[src/rtl/scoreboard_pkg.sv]
// Constants shared across the scoreboard: sequencer state codes, the 1 s cycle count
// used by the timer and the sequencer, and BCD digit values.
package scoreboard_pkg;

   localparam logic [2:0] ST_IDLE  = 3'd0;
   localparam logic [2:0] ST_RUN   = 3'd1;
   localparam logic [2:0] ST_PAUSE = 3'd2;
   localparam logic [2:0] ST_BUZZ  = 3'd3;
   localparam logic [2:0] ST_BREAK = 3'd4;
   localparam logic [2:0] ST_FINAL = 3'd5;

   localparam int ONE_SEC = 25000000;

   localparam logic [3:0] ZERO  = 4'd0;
   localparam logic [3:0] ONE   = 4'd1;
   localparam logic [3:0] TWO   = 4'd2;
   localparam logic [3:0] THREE = 4'd3;
   localparam logic [3:0] FOUR  = 4'd4;
   localparam logic [3:0] FIVE  = 4'd5;
   localparam logic [3:0] SIX   = 4'd6;
   localparam logic [3:0] SEVEN = 4'd7;
   localparam logic [3:0] EIGHT = 4'd8;
   localparam logic [3:0] NINE  = 4'd9;

endpackage

[src/rtl/btn_edge_filter.sv]
// Button front-end: optional counter debounce (GAME_CLK_DEBOUNCE_EN) then a registered
// one-cycle rise pulse; a held button yields a single pulse.
module btn_edge_filter
`ifdef GAME_CLK_DEBOUNCE_EN
   #(parameter int DEBOUNCE_CYC = 250000)
`endif
(
   input  logic clk_tm,
   input  logic rst_tm,
   input  logic btn,
   output logic rise
);

   logic lvl;
   logic btn_q;

`ifdef GAME_CLK_DEBOUNCE_EN
   localparam int CW = (DEBOUNCE_CYC > 1) ? $clog2(DEBOUNCE_CYC) : 1;
   logic [CW-1:0] cnt;

   // lvl follows btn only after DEBOUNCE_CYC consecutive differing samples
   always_ff @(posedge clk_tm or posedge rst_tm) begin
      if (rst_tm) begin
         lvl <= 1'b0;
         cnt <= '0;
      end else if (btn == lvl) begin
         cnt <= '0;
      end else if (cnt == CW'(DEBOUNCE_CYC - 1)) begin
         lvl <= btn;
         cnt <= '0;
      end else begin
         cnt <= cnt + 1'b1;
      end
   end
`else
   assign lvl = btn;
`endif

   always_ff @(posedge clk_tm or posedge rst_tm) begin
      if (rst_tm) begin
         btn_q <= 1'b0;
         rise  <= 1'b0;
      end else begin
         btn_q <= lvl;
         rise  <= lvl & ~btn_q;
      end
   end

endmodule

[src/rtl/game_clock_ctrl.sv]
// Game clock sequencer: buttons and timer zero flag -> run enable, reload pulse, period,
// buzzer and break countdown. GAME_CLK_DEBOUNCE_EN adds button debounce.
module game_clock_ctrl
   import scoreboard_pkg::*;
#(
`ifdef GAME_CLK_DEBOUNCE_EN
   parameter int DEBOUNCE_CYC = 250000,
`endif
   parameter int ONE_SEC     = scoreboard_pkg::ONE_SEC,
   parameter int NUM_PERIODS = 4,
   parameter int BUZZ_LEN    = 50000000,
   parameter int BREAK_SEC   = 120
)(
   input  logic       clk_tm,
   input  logic       rst_tm,
   input  logic       start_pause_btn,
   input  logic       clear_btn,
   input  logic       time_zero,
   output logic       tick_en,
   output logic       tm_clear,
   output logic [2:0] period,
   output logic       buzzer,
   output logic [7:0] break_sec,
   output logic [2:0] state_o
);

   localparam int PW = (ONE_SEC  > 1) ? $clog2(ONE_SEC)  : 1;
   localparam int BW = (BUZZ_LEN > 1) ? $clog2(BUZZ_LEN) : 1;

   logic          start_rise;
   logic          clear_rise;
   logic [2:0]    state;
   logic [PW-1:0] presc;
   logic [BW-1:0] buzz_cnt;

`ifdef GAME_CLK_DEBOUNCE_EN
   btn_edge_filter #(.DEBOUNCE_CYC(DEBOUNCE_CYC)) u_start (
      .clk_tm(clk_tm), .rst_tm(rst_tm), .btn(start_pause_btn), .rise(start_rise));
   btn_edge_filter #(.DEBOUNCE_CYC(DEBOUNCE_CYC)) u_clear (
      .clk_tm(clk_tm), .rst_tm(rst_tm), .btn(clear_btn), .rise(clear_rise));
`else
   btn_edge_filter u_start (
      .clk_tm(clk_tm), .rst_tm(rst_tm), .btn(start_pause_btn), .rise(start_rise));
   btn_edge_filter u_clear (
      .clk_tm(clk_tm), .rst_tm(rst_tm), .btn(clear_btn), .rise(clear_rise));
`endif

   assign state_o = state;

   always_ff @(posedge clk_tm or posedge rst_tm) begin
      if (rst_tm) begin
         state     <= ST_IDLE;
         tick_en   <= 1'b0;
         tm_clear  <= 1'b0;
         period    <= 3'd1;
         buzzer    <= 1'b0;
         break_sec <= '0;
         presc     <= '0;
         buzz_cnt  <= '0;
      end else begin
         tm_clear <= 1'b0;
         if (clear_rise) begin
            // suppress the pulse if the timer was reloaded on the previous cycle
            tm_clear  <= ~tm_clear;
            state     <= ST_IDLE;
            tick_en   <= 1'b0;
            period    <= 3'd1;
            buzzer    <= 1'b0;
            break_sec <= '0;
            presc     <= '0;
            buzz_cnt  <= '0;
         end else begin
            case (state)
               ST_IDLE, ST_PAUSE: begin
                  if (start_rise) begin
                     state   <= ST_RUN;
                     tick_en <= 1'b1;
                  end
               end
               ST_RUN: begin
                  if (time_zero) begin
                     state    <= ST_BUZZ;
                     tick_en  <= 1'b0;
                     buzzer   <= 1'b1;
                     buzz_cnt <= '0;
                  end else if (start_rise) begin
                     state   <= ST_PAUSE;
                     tick_en <= 1'b0;
                  end
               end
               ST_BUZZ: begin
                  if (buzz_cnt == BW'(BUZZ_LEN - 1)) begin
                     buzzer   <= 1'b0;
                     buzz_cnt <= '0;
                     if (period == 3'(NUM_PERIODS)) begin
                        state <= ST_FINAL;
                     end else begin
                        period    <= period + 3'd1;
                        tm_clear  <= 1'b1;
                        break_sec <= 8'(BREAK_SEC);
                        presc     <= '0;
                        state     <= ST_BREAK;
                     end
                  end else begin
                     buzz_cnt <= buzz_cnt + 1'b1;
                  end
               end
               ST_BREAK: begin
                  if (start_rise) begin
                     break_sec <= '0;
                     presc     <= '0;
                     tick_en   <= 1'b1;
                     state     <= ST_RUN;
                  end else if (presc == PW'(ONE_SEC - 1)) begin
                     presc <= '0;
                     if (break_sec <= 8'd1) begin
                        break_sec <= '0;
                        state     <= ST_IDLE;
                     end else begin
                        break_sec <= break_sec - 8'd1;
                     end
                  end else begin
                     presc <= presc + 1'b1;
                  end
               end
               ST_FINAL: tick_en <= 1'b0;
               default: begin
                  state   <= ST_IDLE;
                  tick_en <= 1'b0;
                  buzzer  <= 1'b0;
               end
            endcase
         end
      end
   end

endmodule

[config.mk]
export PLATFORM = sky130hd
export DESIGN_NAME = game_clock_ctrl
export DESIGN_NICKNAME = d
export VERILOG_FILES = /design/src/rtl/scoreboard_pkg.sv /design/src/rtl/btn_edge_filter.sv /design/src/rtl/game_clock_ctrl.sv
export SDC_FILE = /design/constraint.sdc
export NUM_CORES = 1
export LEC_CHECK = 0
export BUFFER_PORTS_ARGS = -buffer_cell sky130_fd_sc_hd__buf_2
export CAP_MARGIN = 15
export CORE_ASPECT_RATIO = 1.25
export CORE_MARGIN = 5
export CORE_UTILIZATION = 55
export CTS_CLUSTER_SIZE = 16
export DETAILED_ROUTE_END_ITERATION = 16
export PLACE_DENSITY_LB_ADDON = 0.15
export SYNTH_ARGS = -nofsm -noshare
export SYNTH_HDL_FRONTEND = slang
export SYNTH_HIERARCHICAL = 1
export SYNTH_SLANG_ARGS = --single-unit
[constraint.sdc]
create_clock -name clk_tm -period 3.2 [get_ports clk_tm]
set_input_delay 0.32 -clock clk_tm [delete_from_list [all_inputs] [get_ports clk_tm]]
set_output_delay 0.32 -clock clk_tm [all_outputs]
set_load 0.05 [all_outputs]
Yosys cells after proc, flatten, opt, wreduce, memory -nomap -nowiden

Cells that the tools add are included.

Flip-flop bits (word level): 72
Bits of input ports: 5
Output and inout bits: 17
Word-level logic and storage cells: 101

Add/sub/neg operators: 4
Order comparisons: 1
Equal/unequal tests: 20
Multiplexer cells: 44
Bitwise gates (word level): 5
Reductions and logical operators: 15

Operator list:

| cell                                                            | number |
|---|---|
| 2-to-1 mux 25 bit                                               | 5 |
| 2-to-1 mux 26 bit                                               | 3 |
| one-hot mux 26 bit (2 select lines)                             | 1 |
| one-hot mux 25 bit (2 select lines)                             | 1 |
| 2-to-1 mux 8 bit                                                | 6 |
| 2-to-1 mux 3 bit                                                | 12 |
| adder 26 x 1 -> 26 bit (second input constant)                  | 1 |
| == test 26 bit (second input constant)                          | 1 |
| adder 25 x 1 -> 25 bit (second input constant)                  | 1 |
| == test 25 bit (second input constant)                          | 1 |
| one-hot mux 8 bit (2 select lines)                              | 1 |
| one-hot mux 3 bit (5 select lines)                              | 1 |
| 2-to-1 mux 1 bit                                                | 12 |
| != test 4 x 2 -> 1 bit (second input constant)                  | 3 |
| AND reduction 3 bit                                             | 4 |
| == test 3 bit (second input constant)                           | 3 |
| != test 3 x 2 -> 1 bit (second input constant)                  | 3 |
| less-or-equal comparator 8 x 1 -> 1 bit (second input constant) | 1 |
| != test 2 x 1 -> 1 bit (second input constant)                  | 4 |
| subtractor 8 x 1 -> 8 bit (second input constant)               | 1 |
| == test 3 x 2 -> 1 bit (second input constant)                  | 2 |
| != test 3 x 1 -> 1 bit (second input constant)                  | 2 |
| one-hot mux 1 bit (3 select lines)                              | 2 |
| AND reduction 6 bit                                             | 1 |
| 12 further kinds                                                | 17 |

Logic depth before layout (Yosys ltp)

Gate-level depths: netlist of run 1.

Depth after elaboration: 6
Gate-level depth with buffers: 9
Gate-level depth less buffers: 7

Hierarchy

Netlist of run 1, hierarchy kept.

By module, submodules not included:

| module          | times used | cells each | area an instance (µm²) | sequential area each (µm²) |
|---|---|---|---|---|
| game_clock_ctrl | 1          | 426        | 3912.5                 | 1702.9 |
| btn_edge_filter | 2          | 4          | 67.6                   | 50.0 |

Least setup slack after synthesis of run 1

OpenSTA, ideal clock, no wires.

Kind: register -> register
Start point: reg state[0] (netlist: state_o[0])
End point: reg buzz_cnt[13]
Library setup time: 78 ps
Arrival time: 2434 ps
Required time: 3122 ps
Setup slack: 688 ps
Cell stages (with the launch flop): 8
Buffers on the path: 2
Clock period less this slack: 2512 ps
Cells stage by stage: dfrtp_1 nor2b_1 buf_2 a21oi_1 or4_1 clkbuf_1 or3_1 a21oi_1

Longest elaborated chain between the ends: 3
Elaborated cells on any way between the ends: 7
Classes of those cells: eq/ne (3); mux (2); reduce/logical (2)

RTL lines:

| what                                                                    | line                   | RTL |
|---|---|---|
| from (decl)                                                             | game_clock_ctrl.sv:32  | `logic [2:0] state;` |
| from (signal assigned)                                                  | game_clock_ctrl.sv:52  | `state <= ST_IDLE;` |
| from (signal assigned)                                                  | game_clock_ctrl.sv:65  | `state <= ST_IDLE;` |
| from (signal assigned)                                                  | game_clock_ctrl.sv:76  | `state <= ST_RUN;` |
| == test 3 x 2 -> 1 bit / == test 3 x 1 -> 1 bit (equally long branches) | game_clock_ctrl.sv:73  | `case (state)` |
| one-hot mux 26 bit (2 select lines), or another cell as far along       | game_clock_ctrl.sv:73  |  |
| 2-to-1 mux 26 bit / AND reduction 2 bit (equally long branches)         | -                      |  |
| to (signal assigned)                                                    | game_clock_ctrl.sv:105 | `buzz_cnt <= buzz_cnt + 1'b1;` |
| to (decl)                                                               | game_clock_ctrl.sv:34  | `logic [BW-1:0] buzz_cnt;` |

Parallel ways exist; a longest one is shown, timed or not.
A chain may end at the register's enable or synchronous reset.

Worst setup path in the final report of run 1

Start point: reg presc[17]
End point: reg break_sec[1]

Longest elaborated chain between the ends: 3

RTL lines:

| what                             | line                   | RTL |
|---|---|---|
| from (decl)                      | game_clock_ctrl.sv:33  | `logic [PW-1:0] presc;` |
| from (signal assigned)           | game_clock_ctrl.sv:123 | `presc <= presc + 1'b1;` |
| == test 25 bit                   | game_clock_ctrl.sv:114 | `end else if (presc == PW'(ONE_SEC - 1)) begin` |
| != test 4 x 2 -> 1 bit (no line) | -                      |  |
| AND reduction 4 bit (no line)    | -                      |  |
| to (signal assigned)             | game_clock_ctrl.sv:100 | `break_sec <= 8'(BREAK_SEC);` |
| to (signal assigned)             | game_clock_ctrl.sv:120 | `break_sec <= break_sec - 8'd1;` |
| to (decl)                        | game_clock_ctrl.sv:23  | `output logic [7:0] break_sec,` |

No other way between the ends.

==> results of run 1 <==
==> per-stage QoR <==
| step | hold slack, ns | total power, mW | std cells | util [%] |
|---|---|---|---|---|
| floorplan | 0.0612 | 1.90 | 434 | - |
| global placement | 0.199 | 2.14 | 536 | 58.6 |
| finish | 0.0857 | 2.81 | 553 | 61.2 |
| global route | 0.0663 | 2.98 | 553 | 61.2 |
| CTS | 0.0759 | 2.82 | 553 | 61.2 |
| detailed placement | 0.206 | 2.16 | 536 | 58.6 |
==> logic make-up after synthesis <==
| group | after synthesis |
|---|---|
| mux | 8 |
| buf+inv | 42 |
| flops | 72 |
| xor+xnor | 16 |
| compound gates | 103 |
| fa+ha+maj | 6 |
| simple gates | 187 |
==> repair_timing <==
item,in CTS,in global routing
hold buffers,1,0
gates resized for setup,0,0
hold endpoints to repair,14,0
==> power by group through the flow <==
| stage | sequential [mW] | clock, mW | combinational (mW) |
|---|---|---|---|
| final | 1.09 | 0.661 | 1.06 |
| after global routing | 1.10 | 0.721 | 1.15 |
| after CTS | 1.09 | 0.676 | 1.06 |
| after detailed placement | 1.10 | 0 | 1.05 |
| after global placement | 1.10 | 0 | 1.04 |
| after floorplan | 1.29 | 0 | 0.607 |
==> cell usage in the layout, fill, tap and decap left out, types with 4 or more instances in the layout <==
cell	instances
nor4_1	8
buf_4	10
a21oi_1	29
or3_1	14
mux2_2	4
or4_1	18
xnor2_1	16
a22o_1	4
a211oi_1	4
nand4_1	12
and3_1	6
inv_1	20
nand2_1	25
nor3_1	12
ha_1	6
nor2_1	38
buf_2	21
o31ai_1	18
dfrtp_1	71
nand3_1	21
mux2i_1	4
or2_2	4
clkbuf_8	11
o21ai_0	19
nor3b_1	4
o21a_1	6
==> worst register-to-register path, cell delays in order, from the launching register on <==
cell     delay (ns)
dfrtp_1        0.41
or4b_4         0.56
nor4_4         0.33
a31oi_4        0.14
nor3_2         0.92
mux2_2         0.43
==> area by class of cell <==
cell class,count,area (sq um)
inverters,21,78.8
clock inverters,2,13.8
fillers,673,2820
clock buffers,14,163
repair buffers,32,190
well taps,92,115
flip-flops and latches,72,1800
multi-input cells,320,2080
==> per-layer routing <==
metal | GRT usage (%) | vias up | part of all wire [%]
met5 | 0 | - | 0
met4 | 7.57 | 0 | 1.4
met3 | 4.11 | 10 | 2.9
met2 | 34.9 | 71 | 51
met1 | 28.0 | 1714 | 45
li1 | - | 1666 | -
==> flip-flops by register name, indices dropped and copies added, names as in the netlist <==
| name | flops |
|---|---|
| buzz_cnt | 26 |
| buzzer | 1 |
| u_clear/btn_q | 1 |
| tm_clear | 1 |
| period | 3 |
| u_clear/rise | 1 |
| presc | 25 |
| tick_en | 1 |
| u_start/rise | 1 |
| u_start/btn_q | 1 |
| state_o | 3 |
| break_sec | 8 |
==> how the worst max path moves through the flow <==
stage,from,end,slack (ns),cells past startpoint
global route,presc[17],break_sec[0],0.19,5
finish,presc[17],break_sec[1],0.31,5
detailed placement,presc[17],break_sec[0],0.32,5
CTS,presc[17],break_sec[0],0.28,5
global placement,presc[17],break_sec[1],0.37,5
floorplan,state_o[0],buzz_cnt[13],0.69,7
==> results.txt, run 1 <==
* Outcome: finished, final reports clean
* Number of max-slew violations in the final report: 0
* Power Density: between 600 and 700 nW/um^2
* Syn Inst Count: 434
- For this design the static power due to leakage is ~1.8 nW.
- Timing analysis after detailed placement gives a worst setup slack of 0.315 ns.
- Commonest cells post-synth: dfrtp_1 (71), nor2_1 (38), a21oi_1 (29)
* Capture point of the worst reg-to-reg path: break_sec[1]
- Maximum number of pins on one net before global-route repair: 46
- Initial cell density of the core: roughly 56%
- Top Family by Delay on Critical Path: simple AND/OR/NAND/NOR gates
* Slew at the pin closest to its max-slew limit: around 1.1 ns
- Final worst setup slack: between 0.3 and 0.4 ns
- In this run the deepest clock path goes through 2 buffers.
- Critical setup path kind: reg -> reg
- Using the TritonRoute via totals, the vias-per-cell ratio works out to 6.26.
- Number of buffer and inverter instances along the worst setup path: 0
- Setup repair after global routing left no endpoint under its margin.
- Proportion of power drawn by the clock network: 23.5%
* Violation count after the first detailed-routing iteration: approximately 150
- Counting every net in the synthesized netlist gives 445.
- The floorplan has 35 rows.
- Synth Cell Area: between 4000 and 5000 sq um
- The tightest min-delay check is of the in -> reg type.
* End of the worst hold path: u_start/btn_q
* Die Wd: 86.7 um
- The via count of the first global-routing pass came to 3366.
* Fraction of synthesized cell area in xor and xnor cells: under 10%
- TritonCTS clock tree: done
- Net Switching: 1.18 mW
* Proportion of total power due to net switching: a little over two fifths
- By area the synthesized netlist is led by dfrtp_1 (44%), a21oi_1 (3.6%), nor2_1 (3.5%), xnor2_1 (3.5%), o31ai_1 (3.3%).
* Clock Latency Late Sink: 0.35 ns
- Of the total power, combinational logic draws approximately 38%.
- Dividing the detail-routed wire length by the instance count gives 16.6 um.
* GR Util All Layers: 21.3%
- The count of nets left with antenna violations once routing finished came out at 0.
* First-pass GRT wire length: 15800 um
* Layout cell share with drive strength beyond 1: 13.9%
* Chip height: around 110 um
* Layout Skew: 0.00743 ns
- The share of total power dissipated in sequential elements is 38.8%.
- STA classifies the critical path endpoint as a flip-flop.
- The largest individual stage delay along the critical path comes from the cell nor3_2.
* Synth top area share: approximately 44%
- Worst max-slew margin expressed relative to the limit: 25.2%
- Count of cells along the worst hold path: 1
* Cell type with the largest total area after synthesis: dfrtp_1
* Simple-Gate Fraction of Synth Area: approximately 27%
- Crit Reg-Reg Startpoint: presc[17]
- Final cycle utilization of the critical path: between 90% and 100%
* Clock root buffer: clkbuf_8
- 0 antenna diodes ended up in the layout.
- Measured in cells, the most critical reg-to-reg path has a length of 5.
- The clock tree synthesis step divided the H-tree into 3 levels.
* Sequential area share after synthesis: 44.5%
- After synthesis, the largest family of logic cells by area is simple AND/OR/NAND/NOR gates.
- In this run the mean area of a mapped cell was roughly 9.3 sq um.
* Detailed-route via count: 3461
- Number of buffer cells added on primary ports: 21
- I/O pin count: 22
- The floorplan step defined a die boundary enclosing 9190 sq um.
- Clock-pin transition on the worst setup and hold timing paths: approximately 0.070 ns
- Measured against the total synthesized area, the mux share comes to around 2.1%.
- The number of different library cells used by synthesis comes to 56.
- Startpoint types: flip-flop
* Number of enable-type register cells in the synthesized netlist: 0
- Warnings, synthesis: 6
* Achievable clock frequency: roughly 0.35 GHz
- Growth of design area from synthesis to finish: 9.86%
* Most instantiated flip-flop cell in the synthesis netlist: dfrtp_1
* Worst setup slack for register-to-register paths: roughly 0.31 ns
* Antenna violations before repair: 0
* Min cycle time layout: 2.89 ns
- Floorplan core area: between 7000 and 8000 sq um
- Data required, critical path: roughly 3.4 ns
- TritonCTS Buffers: 9
- Summed over all layers, the global routing overflow is 0.
* Post-synthesis register bit count: between 70 and 80
- Most common cell in the netlist: dfrtp_1
- Final standard cell area without fillers: ~4400 sq um
* Arrival @ worst endpoint: around 3.1 ns
- First-pass iteration count of the detailed router: 4
- The worst-case IR drop observed on VDD is 0.471 mV.
* Longest individual stage delay on the worst path: around 0.92 ns
- Beginning of the worst hold path: start_pause_btn
* Last weighted congestion value of the routability-driven placer: between 0.7 and 0.8
- Of all nets on the critical path, the largest fanout is 17.
* Estimated wirelength of the detail-placed design: 6370 um
- The internal power of the cells totals 1.63 mW.
- The critical path goes through or4b_4 -> nor4_4 -> a31oi_4 -> nor3_2 -> mux2_2.
- After detailed routing, the number of remaining DRC violations is 0.
- Final-stage net count: approximately 470
- Final TNS setup: 0 ns
- Summing all placed instances gives a cell area of ~4300 sq um.
- The number of setup buffers added after CTS is 0.
* Async S/R FF share, synth: 100%
- Share of the synthesized area in compound gates (AO/OA/AOI/OAI): 17.1%
- Total count of hold-check failures in the final report: 0
* # Max-Cap Violations: 0
* Post-synthesis share of cell area spent on full adders, half adders and majority gates: under 10%
* Total of endpoints with negative setup slack in the final report: 0
- CTS saw 72 sinks.
- Total wirelength of the detailed-routed design: approximately 9200 um
Power figures use the tool's default switching activity.
==> inputs of run 2 (changes only) <==
--- a/config.mk
+++ b/config.mk
@@ -5,6 +5,7 @@
 export SDC_FILE = /design/constraint.sdc
 export NUM_CORES = 1
 export LEC_CHECK = 0
+export ABC_AREA = 1
 export BUFFER_PORTS_ARGS = -buffer_cell sky130_fd_sc_hd__buf_2
 export CAP_MARGIN = 15
 export CORE_ASPECT_RATIO = 1.25
==> results.txt, run 2 <==
- The Yosys step of the flow raised 6 warnings.
* Number of gates on the worst path with buffers counted: 8
- The worst register-to-register path ends at buzz_cnt[17].
* Worst min path class: in -> reg
- The number of failing hold endpoints at the final stage came to 0.
- Maximum fanout along the worst path: 25
* Violation count after the first detailed-routing iteration: roughly 250
- Longest Clk Path Bufs: 2
- The count of nets left with antenna violations once routing finished came out at 0.
- Worst Reg2Reg Path Length in Cells: 8
* Async S/R FF share, synth: between 90% and 100%
- The synthesized design contains 72 register bits.
- The clock arrives with 0.0101 ns of skew.
- Non-filler instance count after layout: 790
- Antenna violations before repair: 0
* Kind of end point of the critical path: flip-flop
* Initial cell density of the core: between 50% and 60%
* Total of endpoints with negative setup slack in the final report: 0
- After synthesis the cells add up to around 4600 sq um.
- The final max-slew violation count is 0.
- Post-CTS timing repair inserted 0 buffers for setup.
- The largest registers in the layout are buzz_cnt (26), presc (25), break_sec (8).
- After the last flow step, the layout net total stands at around 700.
* Critical setup path kind: reg -> reg
* Die Wd: ~92 um
- The most critical setup path has its startpoint at u_clear/rise.
- # Max-Cap Violations: 0
- Syn Inst Count: between 600 and 700
* Proportion of total power due to net switching: roughly two fifths
* Sequential group share of total power: a little under two fifths
- Across all register-to-register paths, the minimum setup slack is 1.05 ns.
- Global routing finished with a remaining overflow of 0.
* Residual DRC: 0
* Crit Reg-Reg Startpoint: u_clear/rise
* First-pass GRT wire length: ~19000 um
- The final route contains 4309 vias.
- TritonCTS clock tree: done
- Min cycle time layout: ~2.2 ns
- Dividing the detail-routed wire length by the instance count gives ~14 um.
* Number of placement rows: 37
* Maximum number of pins on one net before global-route repair: 39
* Maximum level of the CTS H-tree: 3
- Number of enable-type register cells in the synthesized netlist: 0
* Number of buffer and inverter instances along the worst setup path: 3
- Most common cell in the netlist: nand2_1
- Commonest non-fill, non-tap cell in the layout: nand2_1
- The final layout contains routed wiring with a total length of roughly 11000 um.
* Last weighted congestion value of the routability-driven placer: 1.00
* Leakage power total: 2.40 nW
- dfrtp_1 takes more of the synthesized area than any other cell.
- At the pin with the least slew margin, the transition time is between 0.8 and 0.9 ns.
* Clock-pin transition on the worst setup and hold timing paths: approximately 0.08 ns
* Synthesized area divided by synthesized cell count: 6.98 sq um
* Highest-delay cell along the critical path: inv_2
- Clock Latency Late Sink: 0.35 ns
- Max reg flops: 26
- The signal on the critical path passes through buf_4 -> inv_2 -> nand2_1 -> nand2_4 -> inv_1 -> nand2_2 -> o21ai_1 -> a21oi_1.
- Floorplan core area: 8240 sq um
- After clock tree synthesis, the repair step resized 0 gates.
* Vias in the first global route: ~4300
- More flip-flops sit in one register than any other, and that register is buzz_cnt.
* Most instantiated flip-flop cell in the synthesis netlist: dfrtp_1
- In this run the power spent charging and discharging nets is approximately 1.2 mW.
* Average via count per standard cell: roughly 5.5
- Final cycle utilization of the critical path: ~67%
- Placed instance count: around 770
- The share of the Yosys chip area taken by registers is 38.9%.
- The flow ran to the end, and the final reports show no timing, DRC or antenna violations.
- Achievable clock frequency: roughly 0.46 GHz
* Estimated wirelength of the detail-placed design: about 8300 um
- At the worst endpoint, the arrival time is 2.44 ns.
* Power Density: approximately 580 nW/um^2
- Synthesized Nets: ~680
- Synth top area share: between 30% and 40%
- Worst slack at placement: ~1.1 ns
- Top Family by Delay on Critical Path: buffers and inverters
* Longest individual stage delay on the worst path: around 0.40 ns
- The die is roughly 110 um tall.
- Internal power: approximately 1.7 mW
* Worst max-slew margin expressed relative to the limit: around 45%
- Combinational power share: between 30 and 40%
- VDD sags by at most around 0.48 mV.
* Number of distinct library cells after synthesis: 42
* Clock root buffer: clkbuf_8
- TritonCTS Buffers: 9
- Proportion of power drawn by the clock network: 28.3%
* Clock sink count: ~70
- GR Util All Layers: 23.0%
- Across all setup checks in the final design, the least slack found is ~1.0 ns.
* Top library cells by usage in the layout, fill and taps aside: nand2_1 (175), nor2_1 (108), inv_1 (76)
- Die outline area: around 10000 sq um
- Commonest cells post-synth: nand2_1 (175), nor2_1 (108), inv_1 (77)
* Number of antenna cells inserted: 0
- In the final layout, the share of cells above drive strength 1 is 12.4%.
- The worst setup path is launched from a flip-flop.
* Min Hold Slack: 0.0835 ns
- RSZ-0062 raised after global routing: false
* I/O pin count: 22
- Compared with the post-synthesis result, the final layout area differs by 8.61%.
- Cells taking the most area after synthesis: dfrtp_1 (38%), nand2_1 (14%), nor2_1 (8.7%), inv_1 (6.2%), nand3_1 (5.6%)
* Worst setup path endpoint: buzz_cnt[17]
* Final TNS setup: 0 ns
- First-pass iteration count of the detailed router: 5
- In this run the tool buffered the top-level ports with 21 buffer cells.
- The layout has 799 filler cells.
* Data required, critical path: 3.48 ns
==> run 2: cell count changes after synthesis, moves of 11 or more <==
cell	change
nor2_1	+70
xnor2_1	-12
inv_1	+56
xor2_1	+14
o31ai_1	-18
nand2_2	+11
a21oi_1	-14
nand3_1	+31
nand2_1	+150
or4_1	-18
clkbuf_1	-12
or3_1	-14
==> run 2: power by group through the flow <==
stage	logic [mW]	clock network (mW)	registers (mW)
after floorplan	0.647	0	1.28
after global placement	0.980	0	1.10
after global routing	1.10	0.873	1.11
final	0.997	0.825	1.09
after CTS	1.00	0.834	1.09
after detailed placement	1.00	0	1.10
==> run 2: metrics by stage <==
| stage | power, mW | cell area [sq um] | util, % |
|---|---|---|---|
| 2_1_floorplan | 1.93 | 4640 | - |
| 3_3_place_gp | 2.08 | 4800 | 58.3 |
| 3_5_place_dp | 2.11 | 4800 | 58.3 |
| 4_1_cts | 2.93 | 5040 | 61.1 |
| 5_1_grt | 3.08 | 5040 | 61.1 |
| 6_report | 2.91 | 5040 | 61.1 |
==> run 2: per-layer routing <==
metal	up-vias	GRT usage, %	share of wire (%)
met5	-	0	0
met4	0	9.61	2.6
met3	26	4.09	4.5
met2	119	42.3	52
met1	2001	25.9	41
li1	2163	-	-
==> run 2: cell type report <==
| type | count | area (sq um) | area share [%] |
|---|---|---|---|
| Clock inverter | 4 | 76.3 | 1.52 |
| Sequential cell | 72 | 1800 | 35.8 |
| Inverter | 84 | 319 | 6.34 |
| Tap cell | 97 | 121 | 2.41 |
| Timing Repair Buffer | 26 | 145 | 2.88 |
| Multi-Input combinational cell | 495 | 2430 | 48.2 |
| Clock buffer | 12 | 145 | 2.88 |
==> run 2: cell families (layout without fill, tap and decap cells) <==
| group | count (synthesis) | after routing | share of synthesized area, % |
|---|---|---|---|
| flops | 72 | 72 | 38.9 |
| xor+xnor | 18 | 18 | 3.40 |
| compound gates | 64 | 64 | 7.64 |
| buf+inv | 97 | 126 | 8.80 |
| simple gates | 407 | 407 | 39.7 |
| fa+ha+maj | 6 | 6 | 1.62 |
==> run 2: repair_timing <==
action,in CTS,in global routing
hold endpoints to repair,4,0
endpoints found under the setup margin,0,0
hold buffers,1,0
==> run 2: worst min-delay path by stage <==
stage	start	endpoint	depth (start not counted)
floorplan	rst_tm	u_clear/btn_q	1
CTS	start_pause_btn	u_start/btn_q	1
finish	start_pause_btn	u_start/btn_q	1
global placement	rst_tm	u_clear/rise	2
detailed placement	rst_tm	u_start/btn_q	2
global route	start_pause_btn	u_start/btn_q	1
==> inputs of run 3 (changes only) <==
==> constraint.sdc (replaced) <==
create_clock -name clk_tm -period 2.1 [get_ports clk_tm]
set_input_delay 0.21 -clock clk_tm [delete_from_list [all_inputs] [get_ports clk_tm]]
set_output_delay 0.21 -clock clk_tm [all_outputs]
set_load 0.05 [all_outputs]
==> results.txt, run 3 (same netlist as run 2, synthesis figures left out) <==
- The run finished with clean final reports.
* Maximum fanout along the worst path: 20
* Die outline area: approximately 10000 sq um
- Ranked by flip-flop count, first place goes to buzz_cnt.
- Number of antenna cells inserted: 0
- Top Family by Delay on Critical Path: simple AND/OR/NAND/NOR gates
* Clock root buffer: clkbuf_8
- Net Switching: approximately 1.8 mW
- Top flop regs: buzz_cnt (26), presc (25), break_sec (8)
- Tracing the worst setup path back leads to its startpoint at buzz_cnt[0].
- Max reg flops: 26
* Average via count per standard cell: 5.45
- Total wirelength of the detailed-routed design: 11100 um
* Proportion of total power due to net switching: roughly two fifths
- Counting I/O delays and the setup requirement, the final critical path takes around 1.9 ns.
- Clock-pin slew was measured on the worst setup and hold paths at ~0.070 ns.
- Startpoint types: flip-flop
* Most common cell type on the critical path: nand2_2
- Leakage power total: 2.45 nW
- Pin placement for this block handled 22 I/O pins.
- The count of buffers added on input and output ports is 21.
* Sequential group share of total power: 37.1%
- Residual DRC: 0
* Estimated wirelength of the detail-placed design: about 8400 um
- Of the available clock period, the critical path in the final layout requires approximately nine tenths.
* TritonCTS clock tree: done
* Commonest non-fill, non-tap cell in the layout: nand2_1
- The count of nets left with antenna violations once routing finished came out at 0.
* Total count of hold-check failures in the final report: 0
* First-pass GRT wire length: slightly below 20000 um
* GR Util All Layers: between 20% and 30%
* Post-Route Utilization: between 60% and 70%
- Highest-delay cell along the critical path: dfrtp_1
- Worst min path class: in -> async
* Longest individual stage delay on the worst path: between 0.3 and 0.4 ns
- Setup repair after global routing left no endpoint under its margin.
- Top library cells by usage in the layout, fill and taps aside: nand2_1 (175), nor2_1 (108), inv_1 (76)
- Arrival @ worst endpoint: ~2.1 ns
* Overflow left after global routing: 0
- Clock latency on the worst-skew pair, taken at its later pin, is between 0.3 and 0.4 ns.
* Antenna violations before repair: 0
- Adding up every negative setup slack in the final design gives 0 ns.
* Number of buffer and inverter instances along the worst setup path: 0
* Internal power: between 2 and 3 mW
* Maximum level of the CTS H-tree: 3
* Power Density: 867 nW/um^2
- Crit Reg-Reg Startpoint: buzz_cnt[0]
- Final-stage net count: roughly 710
- The worst setup path is captured at a flip-flop.
* Layout Skew: about 0.017 ns
* # Max-Cap Violations: 0
* Die Wd: about 92 um
- Timing would allow up to between 0.5 and 0.6 GHz.
- For the pin with the worst max-slew slack, the measured transition is ~0.49 ns.
- The core region is 8240 sq um.
- TritonCTS Buffers: 9
- The share of total power dissipated in combinational logic is a little over a third.
* Total of endpoints with negative setup slack in the final report: 0
- Detailed-route via count: ~4400
- The share of total power dissipated in the clock network is 27.8%.
- Critical setup path kind: reg -> reg
* Violation count after the first detailed-routing iteration: slightly below 300
* Growth of design area from synthesis to finish: 10.6%
- Measured against its own limit, the worst slew margin works out to approximately two thirds.
* Layout cell share with drive strength beyond 1: approximately 14%
- After clock tree synthesis, the setup repair step added 0 buffers.
* Number of max-slew violations in the final report: 0
* Largest vdd supply drop: 0.394 mV
* Data required, critical path: between 2 and 2.5 ns
* Clock sink count: 72
- For this configuration, the core starts out at a cell density of around 56%.
- Vias in the first global route: roughly 4400
- At the end of routability-driven placement, the weighted congestion stood at approximately 0.92.
- Routed length per placed instance: roughly 14 um
* Longest Clk Path Bufs: 2
* Maximum number of pins on one net before global-route repair: between 40 and 50
* Ordered list of cells on the worst path: ha_1 -> nand2_2 -> nor2_4 -> nand2_2 -> nor2_2 -> nand3_2 -> nand2_4 -> nand2_2 -> nor3b_2
- Measured along the y axis, the die boundary spans ~110 um.
- First-pass iteration count of the detailed router: 5
* Number of placement rows: 37
## run 3: changes by cell type in the layout (fill, tap and decap cells not counted)
cell	delta
buf_4	+7
clkinv_2	+3
clkbuf_1	-2
dlygate4sd3_1	+2
buf_12	+1
ha_1	-1
ha_2	+1
inv_6	-1
## run 3: metal layers
| layer | wire length, um | vias up | GRT usage [%] | part of all wire, % |
|---|---|---|---|---|
| li1 | - | 2186 | - | - |
| met1 | 4520 | 2053 | 26.7 | 41 |
| met2 | 5800 | 99 | 42.3 | 52 |
| met3 | 496 | 24 | 4.69 | 4.5 |
| met4 | 278 | 0 | 9.81 | 2.5 |
| met5 | 0 | - | 0 | 0 |
## run 3: power groups by stage
stage	Combinational (mW)	Sequential (mW)	Clock, mW
after global placement	1.53	1.67	0
final	1.56	1.65	1.24
after global routing	1.72	1.68	1.32
after CTS	1.58	1.65	1.26
after floorplan	0.986	1.95	0
after detailed placement	1.57	1.67	0
## run 3: worst paths after layout
| kind | slack (ns) | cells after the start | to |
|---|---|---|---|
| max | 0.20 | 9 | buzz_cnt[7] |
| max in group asynchronous | 1.04 | 4 | presc[20] |
| max reg2reg | 0.20 | 9 | buzz_cnt[7] |
| min in group clk_tm | 0.29 | 5 | state_o[0] |
| min | 0.28 | 3 | u_clear/btn_q |
| min reg2reg | 0.41 | 1 | u_clear/rise |
## run 3: final cells by class
type / instances / area [sq um]
well taps: 97 / 121
fillers: 794 / 3110
clock inverters: 6 / 82.6
flip-flops and latches: 72 / 1800
clock buffers: 10 / 138
inverters: 84 / 319
multi-input cells: 495 / 2430
repair buffers: 36 / 238
## run 3: timing repair
action / CTS / global route
endpoints found under the hold margin: 25 / 0
setup endpoints to repair: 0 / 3
hold buffers: 3 / 0
gates resized for setup: 0 / 1
## run 3: per-stage QoR
step / cell area, sq um / setup WS [ns] / std cells / power (mW) / hold slack (ns)
global route: 5130 / 0.0312 / 800 / 4.71 / 0.287
CTS: 5130 / 0.177 / 800 / 4.48 / 0.265
detailed placement: 4880 / 0.201 / 781 / 3.24 / 0.0972
finish: 5130 / 0.203 / 800 / 4.45 / 0.279
global placement: 4880 / 0.200 / 781 / 3.20 / 0.0939
floorplan: 4640 / 0.180 / 664 / 2.94 / -0.0488
## run 3: worst reg2reg max path, cell delays in order, from the launching register on
cell	delay (ns)
dfrtp_1	0.39
ha_1	0.23
nand2_2	0.09
nor2_4	0.11
nand2_2	0.07
nor2_2	0.08
nand3_2	0.10
nand2_4	0.17
nand2_2	0.27
nor3b_2	0.25
